===== src/rtl/bus_demux2.sv =====
// bus_demux2: routes one core request to slave 1 (RAM) or slave 2 (peripheral) by address window; unmapped gets an error.
// Latency: 3 cycles accept-to-response minimum, +1 per slave stall cycle; unmapped addresses respond after 1 cycle.
// Backpressure: one outstanding transaction, m_req_ready low until IDLE; no response throttling. BUS_DEMUX_TIMEOUT_EN bounds the RSP wait.
module bus_demux2 #(
  parameter int unsigned            ADDR_WIDTH     = 32,
  parameter int unsigned            DATA_WIDTH     = 32,
  parameter logic [ADDR_WIDTH-1:0]  S1_BASE        = 32'h0000_0000,
  parameter logic [ADDR_WIDTH-1:0]  S1_MASK        = 32'hFFFF_0000,
  parameter logic [ADDR_WIDTH-1:0]  S2_BASE        = 32'h8000_0000,
  parameter logic [ADDR_WIDTH-1:0]  S2_MASK        = 32'hFFFF_F000,
  parameter int unsigned            TIMEOUT_CYCLES = 255
) (
  input  logic                  clk,
  input  logic                  rst_n,
  input  logic                  m_req_valid,
  output logic                  m_req_ready,
  input  logic [ADDR_WIDTH-1:0] m_addr,
  input  logic [DATA_WIDTH-1:0] m_wdata,
  input  logic                  m_we,
  output logic                  m_rsp_valid,
  output logic [DATA_WIDTH-1:0] m_rdata,
  output logic                  m_err,
  output logic                  s1_req_valid,
  input  logic                  s1_req_ready,
  output logic [ADDR_WIDTH-1:0] s1_addr,
  output logic [DATA_WIDTH-1:0] s1_wdata,
  output logic                  s1_we,
  input  logic                  s1_rsp_valid,
  input  logic [DATA_WIDTH-1:0] s1_rdata,
  output logic                  s2_req_valid,
  input  logic                  s2_req_ready,
  output logic [ADDR_WIDTH-1:0] s2_addr,
  output logic [DATA_WIDTH-1:0] s2_wdata,
  output logic                  s2_we,
  input  logic                  s2_rsp_valid,
  input  logic [DATA_WIDTH-1:0] s2_rdata
);

  typedef enum logic [1:0] {IDLE, REQ, RSP, DONE} state_t;

  typedef struct packed {
    logic [ADDR_WIDTH-1:0] addr;
    logic [DATA_WIDTH-1:0] wdata;
    logic                  we;
  } req_t;

  state_t                state_q, state_d;
  req_t                  req_q, req_d;
  logic                  tgt2_q, tgt2_d;   // 1 = slave 2 is the target
  logic                  rdy_d, rsp_vld_d, err_d, s1_vld_d, s2_vld_d;
  logic [DATA_WIDTH-1:0] rdata_d;
  logic                  hit1, hit2, hs;
  logic                  tgt_req_ready, tgt_rsp_valid;
  logic [DATA_WIDTH-1:0] tgt_rdata;
  logic                  to_hit;

  assign hit1 = (m_addr & S1_MASK) == S1_BASE;
  assign hit2 = (m_addr & S2_MASK) == S2_BASE;
  assign hs   = m_req_valid & m_req_ready;

  // Only the selected slave's handshake and response are ever looked at.
  assign tgt_req_ready = tgt2_q ? s2_req_ready : s1_req_ready;
  assign tgt_rsp_valid = tgt2_q ? s2_rsp_valid : s1_rsp_valid;
  assign tgt_rdata     = tgt2_q ? s2_rdata     : s1_rdata;

  // Both slave buses carry the latched request; only the valid is steered.
  assign s1_addr  = req_q.addr;
  assign s1_wdata = req_q.wdata;
  assign s1_we    = req_q.we;
  assign s2_addr  = req_q.addr;
  assign s2_wdata = req_q.wdata;
  assign s2_we    = req_q.we;

`ifdef BUS_DEMUX_TIMEOUT_EN
  localparam int unsigned CW = ($clog2(TIMEOUT_CYCLES + 1) > 8) ? $clog2(TIMEOUT_CYCLES + 1) : 8;
  logic [CW-1:0] to_cnt;

  // Count cycles spent in RSP; zero on the first RSP cycle.
  always_ff @(posedge clk or negedge rst_n) begin
    if (!rst_n)               to_cnt <= '0;
    else if (state_q != RSP)  to_cnt <= '0;
    else                      to_cnt <= to_cnt + 1'b1;
  end

  // Last allowed RSP cycle: a response sampled now still wins.
  assign to_hit = (to_cnt == CW'(TIMEOUT_CYCLES - 1));
`else
  assign to_hit = 1'b0;
`endif

  // Next-state and next-output decode; outputs are registered from these.
  always_comb begin
    state_d = state_q;
    req_d   = req_q;
    tgt2_d  = tgt2_q;
    rdata_d = m_rdata;
    err_d   = 1'b0;
    case (state_q)
      IDLE: begin
        if (hs) begin
          req_d = '{addr: m_addr, wdata: m_wdata, we: m_we};
          if (hit1) begin
            tgt2_d  = 1'b0;
            state_d = REQ;
          end else if (hit2) begin
            tgt2_d  = 1'b1;
            state_d = REQ;
          end else begin
            state_d = DONE;
            err_d   = 1'b1;
            rdata_d = '0;
          end
        end
      end
      REQ: begin
        if (tgt_req_ready) state_d = RSP;
      end
      RSP: begin
        if (tgt_rsp_valid) begin
          state_d = DONE;
          rdata_d = tgt_rdata;
        end else if (to_hit) begin
          state_d = DONE;
          err_d   = 1'b1;
          rdata_d = '0;
        end
      end
      DONE:    state_d = IDLE;
      default: state_d = IDLE;
    endcase
    rdy_d     = (state_d == IDLE);
    rsp_vld_d = (state_d == DONE);
    s1_vld_d  = (state_d == REQ) & ~tgt2_d;
    s2_vld_d  = (state_d == REQ) &  tgt2_d;
  end

  // State, latched request and all registered outputs.
  always_ff @(posedge clk or negedge rst_n) begin
    if (!rst_n) begin
      state_q      <= IDLE;
      req_q        <= '0;
      tgt2_q       <= 1'b0;
      m_req_ready  <= 1'b0;
      m_rsp_valid  <= 1'b0;
      m_rdata      <= '0;
      m_err        <= 1'b0;
      s1_req_valid <= 1'b0;
      s2_req_valid <= 1'b0;
    end else begin
      state_q      <= state_d;
      req_q        <= req_d;
      tgt2_q       <= tgt2_d;
      m_req_ready  <= rdy_d;
      m_rsp_valid  <= rsp_vld_d;
      m_rdata      <= rdata_d;
      m_err        <= err_d;
      s1_req_valid <= s1_vld_d;
      s2_req_valid <= s2_vld_d;
    end
  end

endmodule


===== config.mk =====
export PLATFORM = sky130hd
export DESIGN_NAME = bus_demux2
export DESIGN_NICKNAME = d
export VERILOG_FILES = /design/src/rtl/bus_demux2.sv
export SDC_FILE = /design/constraint.sdc
export NUM_CORES = 1
export LEC_CHECK = 0
export ABC_AREA = 1
export BUFFER_PORTS_ARGS = -buffer_cell sky130_fd_sc_hd__buf_4
export CORE_MARGIN = 2
export CORE_UTILIZATION = 40
export CTS_CLUSTER_SIZE = 8
export DETAILED_ROUTE_END_ITERATION = 16
export PLACE_DENSITY = 0.79
export REMOVE_ABC_BUFFERS = 1
export SYNTH_ARGS = -nofsm -noshare
export SYNTH_HDL_FRONTEND = slang
export SYNTH_SLANG_ARGS = --single-unit

===== constraint.sdc =====
create_clock -name clk -period 1.39 [get_ports clk]
set_clock_uncertainty 0.05 [all_clocks]
set_input_delay 0.0695 -clock clk [delete_from_list [all_inputs] [get_ports clk]]
set_output_delay 0.0695 -clock clk [all_outputs]
set_load 0.05 [all_outputs]

==> key figures <==
CTS
  • Deepest clock path buffer count: 2
  • Clk Latency, worst-skew pair: 0.34 ns
  • Root buffer cell: clkbuf_16
  • CTS sink cnt: 105
  • CTS tree: yes
  • H-tree depth: 3
  • Num CTS Buffers: 9
  • Clk slew on worst S/H paths: 0.07 ns

Worst setup path
  • R2R Path Start: state_q[0]
  • Worst Setup SP: state_q[0]
  • FF-to-FF End: s1_wdata[19]
  • Worst path top cell family by delay: buffers and inverters
  • Worst R2R Setup Slack: -0.09 ns
  • Crit path DAT: 1.66 ns
  • Startpoint types: flop
  • WP depth: 8
  • Crit. End Element: flop
  • WS Path Type: flop to flop
  • Crit path capture: s1_wdata[19]
  • CP Buf/Inv Count: 4
  • CP max stage delay: 0.40 ns
  • CP max stage cell: dfrtp_1
  • Reg2reg path depth: 8
  • Most frequent CP cell: nand2_2
  • Worst-path maximum fanout: 8
  • Critical Path, Cell by Cell: inv_2 > nand2_4 > nor2_4 > clkinv_4 > buf_12 > clkbuf_16 > nand2_2 > nand2_2
  • CP required: 1.57 ns

Power
  • Max rail drop VDD: 0.00137 V
  • Power Total: 0.0232 W
  • Leakage: 4.81 nW
  • Cell area power density: 2610 nW/µm²

Die
  • Initial Util: 40.8%
  • Core box area: 12600 µm²
  • Std-Cell Rows: 41
  • Io pins: 303
  • Die ar.: 13700 µm²
  • Die Wd: 117 µm
  • Die H: 117 µm

Placement
  • Post-DP HPWL: 12100 µm
  • Gpl congestion: 0.790
  • Count of input and output buffers: 302

Final layout
  • Fin nets: 1110
  • Share of cells above drive strength 1: 46.0%
  • Filler cells: 861
  • Antenna diode count: 0
  • Area delta synth->final: 73.1%

Logic synthesis
  • Synth area leader: dfrtp_1
  • Post-synthesis instance area: 5120 µm²
  • Top cell type's share of synthesized area: 51.3%
  • Synth Register Bits: 105
  • Yosys warns: 0
  • Distinct cells, synth: 24
  • Cells after Synth: 648
  • Seq/Total Area, Yosys: 51.3%
  • Area contributors post-synth: dfrtp_1 (51%), nand2_1 (24%), buf_4 (9.7%)
  • Syn_area_per_cell: 7.91 µm²

Timing
  • Rel. slew slack: 79.5%
  • Worst-margin pin slew: 0.308 ns
  • RSZ-0062 raised after global routing: true
  • Final setup vio count: 51
  • Final worst slack: -0.0873 ns
  • FMAX: 0.677 GHz
  • Fin crit share: 106%
  • Fin Setup TNS: -1.81 ns
  • Final Max Tran Viols: 0
  • Final hold violations: 0
  • Final Critical Period: 1.48 ns

GRT
  • Largest net degree at the start of global routing: 55
  • GRT Total Usage: 25.0%
  • Total gr overflow: 0
  • Number of antenna violations at the first check in global routing: 0
  • First-pass GRT wire length: 26300 µm
  • Number of global-route vias before repair: 5244

Run status
  • Status: finished with violations
  • Failing checks: setup timing

Drt
  • WL/cell: 19.0 µm
  • Antenna viol nets, final: 0
  • Via count: 5772
  • DR iter-0 viols: 488
  • Drt first pass iters: 5
  • DRC Markers: 0
  • Routed wire length: 21900 µm
  • Via density: 5.02

Hold path
  • Worst hold path type: input port to async pin

Run
  • Max_cap viols: 0
[worst min path at each step]
| stage | startpoint | end | slack, ns | cells after the start |
|---|---|---|---|---|
| 6_report | rst_n | s1_wdata[21] | 0.04 | 2 |
| 3_5_place_dp | rst_n | s1_wdata[21] | -0.17 | 1 |
| 4_1_cts | rst_n | s1_wdata[21] | 0.01 | 2 |
| 3_3_place_gp | rst_n | s1_wdata[21] | -0.17 | 1 |
| 2_1_floorplan | rst_n | m_err | -0.28 | 0 |
| 5_1_grt | rst_n | s1_wdata[21] | 0.03 | 2 |
[sequential cells by signal, indices dropped and copies added, names as in the netlist]
signal	flops
state_q	2
s1_req_valid	1
s1_we	1
tgt2_q	1
m_req_ready	1
m_rsp_valid	1
s1_wdata	32
s1_addr	32
m_err	1
s2_req_valid	1
m_rdata	32
[layer usage]
metal / part of all wire, % / GRT usage [%] / vias to the layer above
met3: 10 / 5.61 / 98
met5: 0 / 0 / -
met1: 34 / 28.7 / 2682
met2: 50 / 44.2 / 394
met4: 5.1 / 11.5 / 0
li1: - / - / 2598
[through the flow]
stage	cell area, µm²	hold WS, ns	setup slack (ns)	util [%]	std cells
final	8870	0.0428	-0.0873	70.6	1149
after global routing	8870	0.0338	-0.172	70.6	1149
after CTS	8200	0.0138	-0.0330	65.2	1131
after detailed placement	7250	-0.173	-0.0440	57.7	1049
after global placement	7250	-0.172	-0.0295	57.7	1049
after floorplan	4470	-0.276	-1.30	-	551
[cells by family (layout without fill, tap and decap cells)]
logic type / after synthesis / after routing / synth area share [%]
compound gates: 42 / 42 / 4.35
simple gates: 389 / 389 / 30.6
buf+inv: 112 / 441 / 13.8
flops: 105 / 105 / 51.3
[cell usage in the layout (no fill, tap or decap), drive strengths merged]
master         n
a21boi         1
dlygate4sd3   66
clkinv         1
nand3         42
o21ai          7
o21a           1
inv           14
clkinvlp       2
dfrtp        105
nand4          2
or2            2
a21oi         32
o211ai         1
buf          339
nor2          18
clkbuf        19
nand2        325
[worst reg2reg max path, cell delays in order (launching register included)]
cell and delay (ns):
dfrtp_1 0.40, inv_2 0.07, nand2_4 0.05, nor2_4 0.19, clkinv_4 0.12, buf_12 0.17, clkbuf_16 0.19, nand2_2 0.07
nand2_2 0.06
[where the power goes]
group	leakage, nW	internal, W	switching [W]	total, W
logic	3.34	0.00458	0.0107	0.0152
registers	1.35	0.00421	0.00130	0.00552
clock network	0.127	0.00130	0.00112	0.00241
[final cells by class]
type	instances	area, µm²	share of cell area, %
well taps	172	215	2.43
clock inverters	2	15.0	0.169
clock buffers	12	256	2.89
repair buffers	412	3560	40.1
multi-input cells	431	2140	24.1
flip-flops and latches	105	2630	29.6
inverters	15	61.3	0.691
[cell usage after synthesis]
library cell  number
a21boi_0           1
buf_1              2
dfrtp_1          105
buf_6              2
nand4_4            1
o211ai_2           1
o21a_1             1
o21ai_0            7
nand2_1          322
nor2_1            15
a21oi_1           32
nor2_4             2
nor2_2             1
nand3_1           42
inv_1             13
buf_2              9
or2_0              2
nand4_1            1
nand2_4            1
clkbuf_1          17
inv_2              2
nand2_2            2
buf_8              1
buf_4             66
[repair_timing]
item                                    CTS  global route
hold endpoints to repair                170             0
hold buffers                             66             0
setup buffers                             2             8
resized for setup                         3           123
endpoints found under the setup margin   45            97
pin swaps                                 1            18
gates cloned                              0            10
(Power assumes the default switching activity.)
